File: config.mk
export PLATFORM = sky130hd
export DESIGN_NAME = t5_dwb_ram
export DESIGN_NICKNAME = d
export VERILOG_FILES = /design/src/rtl/t5_pkg.sv /design/src/rtl/t5_dwb_ram.sv
export SDC_FILE = /design/constraint.sdc
export NUM_CORES = 1
export LEC_CHECK = 0
export CORE_ASPECT_RATIO = 1.5
export CORE_MARGIN = 1.5
export CORE_UTILIZATION = 35
export CTS_CLUSTER_DIAMETER = 60
export CTS_CLUSTER_SIZE = 25
export DETAILED_ROUTE_END_ITERATION = 10
export GPL_TIMING_DRIVEN = 0
export PLACE_DENSITY = 0.69
export SETUP_SLACK_MARGIN = 0.15
export SLEW_MARGIN = 15
export SYNTH_ARGS = -nofsm -noshare
export SYNTH_HDL_FRONTEND = slang
export SYNTH_SLANG_ARGS = --single-unit
File: constraint.sdc
create_clock -name sys_clk -period 5.5 [get_ports sys_clk]
set_input_delay 1.1 -clock sys_clk [delete_from_list [all_inputs] [get_ports sys_clk]]
set_output_delay 1.1 -clock sys_clk [all_outputs]
set_load 0.01 [all_outputs]
File: src/rtl/t5_pkg.sv
// Shared types and helpers for the t5 data-bus RAM responder: FSM states,
// byte-select encodings, select legality check and store lane merge.
package t5_pkg;

   typedef enum logic [2:0] {
      ST_IDLE,
      ST_RD,
      ST_WT,
      ST_RESP,
      ST_ERR
   } state_e;

   localparam logic [3:0] SEL_B0 = 4'h1;
   localparam logic [3:0] SEL_B1 = 4'h2;
   localparam logic [3:0] SEL_B2 = 4'h4;
   localparam logic [3:0] SEL_B3 = 4'h8;
   localparam logic [3:0] SEL_H0 = 4'h3;
   localparam logic [3:0] SEL_H1 = 4'hC;
   localparam logic [3:0] SEL_W  = 4'hF;

   function automatic logic sel_legal(input logic [3:0] sel);
      case (sel)
         SEL_B0, SEL_B1, SEL_B2, SEL_B3, SEL_H0, SEL_H1, SEL_W: return 1'b1;
         default: return 1'b0;
      endcase
   endfunction

   // Selected lanes take the store data, the rest keep the word read back.
   function automatic logic [31:0] lane_merge(input logic [3:0]  sel,
                                              input logic [31:0] wdat,
                                              input logic [31:0] rdat);
      logic [31:0] m;
      for (int i = 0; i < 4; i++) begin
         m[8*i +: 8] = sel[i] ? wdat[8*i +: 8] : rdat[8*i +: 8];
      end
      return m;
   endfunction

endpackage

File: src/rtl/t5_dwb_ram.sv
// Data-bus responder for the t5 core backed by a single-port SRAM without
// byte enables; partial stores are read-modify-write, illegal requests get dwb_err.
module t5_dwb_ram
   import t5_pkg::*;
#(
   parameter int XLEN = 32,
   parameter int AW   = 10,
   parameter int BASE = 0,
   parameter int WAIT = 0
) (
   input  logic            sys_clk,
   input  logic            sys_rst,
   input  logic            sys_ena,
   input  logic [XLEN-1:2] dwb_adr,
   input  logic [XLEN-1:0] dwb_dto,
   input  logic [3:0]      dwb_sel,
   input  logic            dwb_stb,
   input  logic            dwb_wre,
   output logic            dwb_ack,
   output logic            dwb_err,
   output logic [XLEN-1:0] dwb_dti,
   output logic [AW-1:0]   mem_adr,
   output logic            mem_ce,
   output logic            mem_we,
   output logic [XLEN-1:0] mem_wdat,
   input  logic [XLEN-1:0] mem_rdat
);

   localparam int BW = XLEN - AW - 2;
   localparam logic [BW-1:0] BASE_V = BW'(BASE);

   state_e          state_q, state_d;
   logic [AW-1:0]   adr_q, adr_d;
   logic [3:0]      sel_q, sel_d;
   logic [XLEN-1:0] dto_q, dto_d;
   logic            wre_q, wre_d;
   logic            ack_q, ack_d;
   logic            err_q, err_d;
   logic [XLEN-1:0] dti_q, dti_d;
   logic            wt_done;
   logic            req_ok;

   assign req_ok  = sel_legal(dwb_sel) && (dwb_adr[XLEN-1:AW+2] == BASE_V);
   assign dwb_ack = ack_q;
   assign dwb_err = err_q;
   assign dwb_dti = dti_q;

   // Request fields are captured at acceptance so an early stb drop cannot corrupt the RMW.
   always_comb begin
      state_d  = state_q;
      adr_d    = adr_q;
      sel_d    = sel_q;
      dto_d    = dto_q;
      wre_d    = wre_q;
      ack_d    = ack_q;
      err_d    = err_q;
      dti_d    = dti_q;
      mem_ce   = 1'b0;
      mem_we   = 1'b0;
      mem_adr  = '0;
      mem_wdat = '0;
      // Reset gates the SRAM strobes combinationally so they drop at once.
      if (sys_ena && sys_rst) begin
         ack_d = 1'b0;
         err_d = 1'b0;
         unique case (state_q)
            ST_IDLE: begin
               if (dwb_stb) begin
                  adr_d = dwb_adr[AW+1:2];
                  sel_d = dwb_sel;
                  dto_d = dwb_dto;
                  wre_d = dwb_wre;
                  if (!req_ok) begin
                     state_d = ST_ERR;
                     err_d   = 1'b1;
                  end else if (dwb_wre && dwb_sel == SEL_W) begin
                     mem_ce   = 1'b1;
                     mem_we   = 1'b1;
                     mem_adr  = dwb_adr[AW+1:2];
                     mem_wdat = dwb_dto;
                     state_d  = (WAIT > 0) ? ST_WT : ST_RESP;
                     ack_d    = (WAIT == 0);
                  end else begin
                     mem_ce  = 1'b1;
                     mem_adr = dwb_adr[AW+1:2];
                     state_d = ST_RD;
                  end
               end
            end
            ST_RD: begin
               if (wre_q) begin
                  mem_ce   = 1'b1;
                  mem_we   = 1'b1;
                  mem_adr  = adr_q;
                  mem_wdat = lane_merge(sel_q, dto_q, mem_rdat);
               end else begin
                  dti_d = mem_rdat;
               end
               state_d = (WAIT > 0) ? ST_WT : ST_RESP;
               ack_d   = (WAIT == 0);
            end
            ST_WT: begin
               if (wt_done) begin
                  state_d = ST_RESP;
                  ack_d   = 1'b1;
               end
            end
            ST_RESP, ST_ERR: state_d = ST_IDLE;
            default:         state_d = ST_IDLE;
         endcase
      end
   end

   always_ff @(posedge sys_clk or negedge sys_rst) begin
      if (!sys_rst) begin
         state_q <= ST_IDLE;
         adr_q   <= '0;
         sel_q   <= '0;
         dto_q   <= '0;
         wre_q   <= 1'b0;
         ack_q   <= 1'b0;
         err_q   <= 1'b0;
         dti_q   <= '0;
      end else begin
         state_q <= state_d;
         adr_q   <= adr_d;
         sel_q   <= sel_d;
         dto_q   <= dto_d;
         wre_q   <= wre_d;
         ack_q   <= ack_d;
         err_q   <= err_d;
         dti_q   <= dti_d;
      end
   end

   generate
      if (WAIT > 0) begin : g_wait
         logic [2:0] cnt_q, cnt_d;

         assign wt_done = (cnt_q == 3'(WAIT - 1));

         always_comb begin
            cnt_d = cnt_q;
            if (sys_ena && state_q == ST_WT) begin
               cnt_d = wt_done ? 3'd0 : cnt_q + 3'd1;
            end
         end

         always_ff @(posedge sys_clk or negedge sys_rst) begin
            if (!sys_rst) begin
               cnt_q <= '0;
            end else begin
               cnt_q <= cnt_d;
            end
         end
      end else begin : g_nowait
         assign wt_done = 1'b1;
      end
   endgenerate

endmodule

# --- After elaboration in Yosys (flattened, before gate mapping) ---
# Cells that the tools add are included.
word_totals:
  word_cells: 63
  reg_bits: 84
  memories: 0
  inputBits: 103
  mem_bits_ro: 0
  latch_bits: 0
  ram_bits: 0
  output_inout_bits: 78
op_classes:
  reduce_logical: 10
  n_addsub: 0
  div: 0
  shift: 0
  mux: 34
  n_mul: 0
  n_eq_ne: 10
  n_lt_le_gt_ge: 0
  bitwise: 1
op_table:
  columns: ["operator", "count"]
  rows:
  - ["$mux W32", 5]
  - ["$pmux W32 S2", 1]
  - ["$mux W10", 4]
  - ["$mux W8", 4]
  - ["$logic_not A20 Y1", 1]
  - ["$pmux W10 S2", 1]
  - ["$eq A4 B4 Y1 const B", 3]
  - ["$mux W1", 12]
  - ["$eq A4 B2 Y1 const B", 2]
  - ["$reduce_or A7 Y1", 1]
  - ["$mux W3", 2]
  - ["$pmux W1 S2", 3]
  - ["$pmux W3 S2", 1]
  - ["$reduce_and A3 Y1", 2]
  - ["$eq A4 B1 Y1 const B", 1]
  - ["$eq A4 B3 Y1 const B", 1]
  - ["$eq A3 B1 Y1 const B", 1]
  - ["$eq A3 B2 Y1 const B", 1]
  - ["$logic_and A1 B1 Y1", 3]
  - ["$logic_not A3 Y1", 1]
  - ["$mux W2", 1]
  - ["$ne A2 B2 Y1 const B", 1]
  - ["$reduce_and A2 Y1", 1]
  - ["$reduce_or A2 Y1", 1]
  - ["$not A1 Y1", 1]

# --- Logic depth before layout (Yosys ltp) ---
logic_depth:
  word_depth: 8
  depth_mapped: 8
  ltp_nobuf: 4

# --- Least setup slack after synthesis ---
# Ideal clock, no wire load.
synth_path:
  path_type: "input to output"
  from: "input dwb_adr[13] (netlist bit)"
  to: "output mem_we"
  path_slack_ns: 2.047
  stages: 5
  n_path_buf: 1
  required_ns: 4.400
  arrival_ns: 2.353
  cell_sequence: "nor4_1 -> nand4_1 -> or3_1 -> buf_4 -> o21ai_0"
synth_between:
  elab_chain_cells: 6
synth_lines:
  columns: ["item", "line_no", "rtl"]
  rows:
  - ["start: declaration", "t5_dwb_ram.sv:14", "input logic [XLEN-1:2] dwb_adr,"]
  - ["$logic_not A20 Y1", "t5_dwb_ram.sv:43", "assign req_ok = sel_legal(dwb_sel) && (dwb_adr[XLEN-1:AW+2] == BASE_V);"]
  - ["$logic_and A1 B1 Y1", "t5_dwb_ram.sv:43", null]
  - ["$mux W1", "t5_dwb_ram.sv:73", "if (!req_ok) begin"]
  - ["$mux W1", "t5_dwb_ram.sv:68", "if (dwb_stb) begin"]
  - ["$pmux W1 S2", "t5_dwb_ram.sv:66", "unique case (state_q)"]
  - ["$mux W1", "t5_dwb_ram.sv:63", "if (sys_ena && sys_rst) begin"]
  - ["end: declaration", "t5_dwb_ram.sv:24", "output logic mem_we,"]
# No other way between the ends.

# --- Worst setup path after layout ---
layout_path:
  from: "input dwb_adr[20] (netlist bit)"
  to: "output mem_wdat[24]"
layout_between:
  elab_chain_cells: 6
layout_lines:
  columns: ["item", "line_no", "rtl"]
  rows:
  - ["$logic_not A20 Y1", "t5_dwb_ram.sv:43", null]
  - ["$logic_and A1 B1 Y1", "t5_dwb_ram.sv:43", null]
  - ["$mux W32", "t5_dwb_ram.sv:73", null]
  - ["$mux W32", "t5_dwb_ram.sv:68", null]
  - ["$pmux W32 S2", "t5_dwb_ram.sv:66", null]
  - ["$mux W32", "t5_dwb_ram.sv:63", null]
  - ["end: declaration", "t5_dwb_ram.sv:25", "output logic [XLEN-1:0] mem_wdat,"]
# No other way between the ends.

==> impl_metrics.toml <==
[hold_path]
hp-class = "flip-flop to flip-flop"
worstHoldStart = "dto_q[15]"
min_path_cells = 2
hold_path_end = "dto_q[15]"

[finish]
drive_gt1_frac = 0.1275
diodes = 0
regArea_um2 = 2102
multiInputGateArea_um2 = 1847
fin_area_um2 = 6434
fillCellCount = 1028
layout.nets = 702
final_cells = 754
area_growth_pct = 56.86

[routing]
totalWireLength_um = 13140
drtIter0Drc = 116
via_per_inst = 5.040
route.detailed.drc = 0
dr.pass1.iters = 4
drtAntennaViolNets = 0
vias = 3800
wire_per_inst_um = 17.43

[global_route]
gr-usage-all-layers = 0.2136
grt_pass1_wl_um = 20280
grt_pass1_vias = 3994
grt-ovfl-total = 0
antenna_found_initial = 0
grt_max_degree = 60

[clock_network]
cts_resized = 0
cts_buffer_depth = 2
cts_buffers = 9
h-tree-depth = 3
clk_latency_ns = 0.33
cts.hold.buffers_added = 0
cts_tree = "done"
clk_pin_slew_ns = 0.06
clock_sinks = 84
clockRootBuffer = "clkbuf_16"
cts_setup_buffers = 0

[die]
coreArea_um2 = 11470
fp.dieH_um = 135.6
dieArea_um2 = 12390
io_pins = 181
rows = 48
initial_core_util = 0.3575
die-width_um = 91.39

[run_status]
status = "complete, no violations"

[place]
postPlaceCellArea_um2 = 6116
gp_congestion = 0.7610
io_buffers = 180
dp_cells = 738
place.detailed.hpwl_um = 9858

[power_and_ir_drop]
ir_worst_vdd_mv = 0.2498
powerDensity_nw_per_um2 = 418.3
p_leak_nw = 2.783

[sta]
worstMarginPinSlew_ns = 0.7250
period_needed_ns = 4.769
setup_tns_ns = 0
finClkSkew_ns = 0.004883
period_share = 0.8671
hold_viol = 0
slew_violations = 0
slew_headroom = 0.5167
fmax_mhz = 209.7
rsz0062_at_grt = "false"
setup_violations = 0

[critical_path]
worstSetupPathType = "input port to output pin"
timing.rr.start = "state_q[0]"
critPathMaxFanout = 10
cp-end-kind = "output pin"
critPathRequiredTime_ns = 4.40
r2r-end = "dto_q[18]"
worst-r2r-setup-slack_ns = 3.62
start_kind = "input port"
arrival_ns = 3.67
rr_worst_depth = 8

[synth]
avgSynthCellArea_um2 = 10.08
yosys_warnings = 0
ys_ff_latch = 84
syn_inst = 407
synth_area_leaders = "dfrtp_1, nand2_1, mux2_2, mux2i_1, o22ai_1"
synthesis.area_um2 = 4101
yosys.area.top_type_share = 0.5125
ys_types = 30
yosys.area.top_type = "dfrtp_1"
yosysSeqAreaShare = 0.5125
syn_nets = 510

[job]
maxCapViolCount = 0
-- report_power, final --
part | internal [W] | switching (W)
combinational | 0.000554 | 0.000434
sequential | 0.000909 | 0.000146
clock | 0.000408 | 0.000241
total | 0.00187 | 0.000820
-- metrics by stage --
step / hold slack, ns / power, W / setup slack (ns) / util
6_report: 0.4768 / 0.002691 / 0.7308 / 0.5609
5_1_grt: 0.4926 / 0.002859 / 0.6013 / 0.5609
4_1_cts: 0.4764 / 0.002720 / 0.6771 / 0.5609
3_5_place_dp: 0.4621 / 0.002057 / 0.6941 / 0.5332
3_3_place_gp: 0.4582 / 0.002018 / -2.331 / 0.5310
2_1_floorplan: 0.4456 / 0.001574 / 2.047 / -
-- registers in the layout, indices dropped and copies added (netlist names) --
| register | cells |
|---|---|
| adr_q | 10 |
| dwb_err | 1 |
| wre_q | 1 |
| dwb_dti | 32 |
| sel_q | 4 |
| dto_q | 32 |
| dwb_ack | 1 |
| state_q | 3 |
-- cell families (layout without fill, tap and decap cells) --
logic type	Yosys count	in the layout	share of synthesized area
AOI/OAI and AO/OA	56	56	0.1092
xor gates and xnor gates	1	1	0.002136
buffers and inverters	32	229	0.03721
DFF	84	84	0.5125
muxes	64	64	0.1660
and+or+nand+nor	170	170	0.1730
-- cell usage after synthesis, drive strengths merged --
cell type,number
a21o,1
inv,1
nand2,147
dfrtp,84
nand4,2
o21bai,1
o221a,1
nand4b,2
or4,1
clkbuf,12
a21oi,4
nor2,4
nor4,5
or3,2
mux2,32
nand2b,1
mux2i,32
buf,19
o22ai,35
nor3,1
xor2,1
and2,2
and4,2
a32o,10
o21ai,4
nor4b,1
-- area by class of cell --
cell class              count  area share
clock inverters             5     0.01167
multi-input cells         291      0.2870
repair buffers            181      0.2839
flip-flops and latches     84      0.3267
well taps                 150     0.02917
clock buffers              11     0.03773
inverters                   1   0.0005834
plain buffers              31     0.02314
-- worst max path at each step --
stage,cells after the start,to,slack (ns),from
2_1_floorplan,5,mem_we,2.05,dwb_adr[13]
3_3_place_gp,7,mem_wdat[24],-2.33,sys_rst
3_5_place_dp,8,mem_wdat[27],0.69,dwb_adr[20]
4_1_cts,8,mem_wdat[18],0.68,dwb_adr[20]
5_1_grt,7,mem_wdat[15],0.60,sys_ena
6_report,8,mem_wdat[24],0.73,dwb_adr[20]
-- metal layers --
| layer | share of wire | track usage | vias to the layer above |
|---|---|---|---|
| li1 | - | - | 1810 |
| met1 | 0.38 | 0.2297 | 1831 |
| met2 | 0.53 | 0.3926 | 139 |
| met3 | 0.064 | 0.05443 | 20 |
| met4 | 0.021 | 0.09028 | 0 |
| met5 | 0 | 0 | - |
-- worst max-delay path, stage by stage --
cell             delay, ns
clkdlybuf4s50_1       0.46
nor4_1                0.38
nand4_1               0.22
or3_1                 0.45
buf_4                 0.20
buf_6                 0.17
o22ai_2               0.09
clkdlybuf4s50_1       0.59
-- placed cells by master, fill, tap and decap left out, types with 9 or more instances in the layout --
cell / count
dfrtp_1: 84
clkbuf_16: 9
o22ai_2: 10
clkbuf_1: 13
mux2_2: 32
o22ai_1: 25
a32o_1: 10
mux2i_1: 32
nand2_1: 147
clkdlybuf4s50_1: 179
buf_2: 11
No activity file was read; power rests on OpenSTA's default activity.
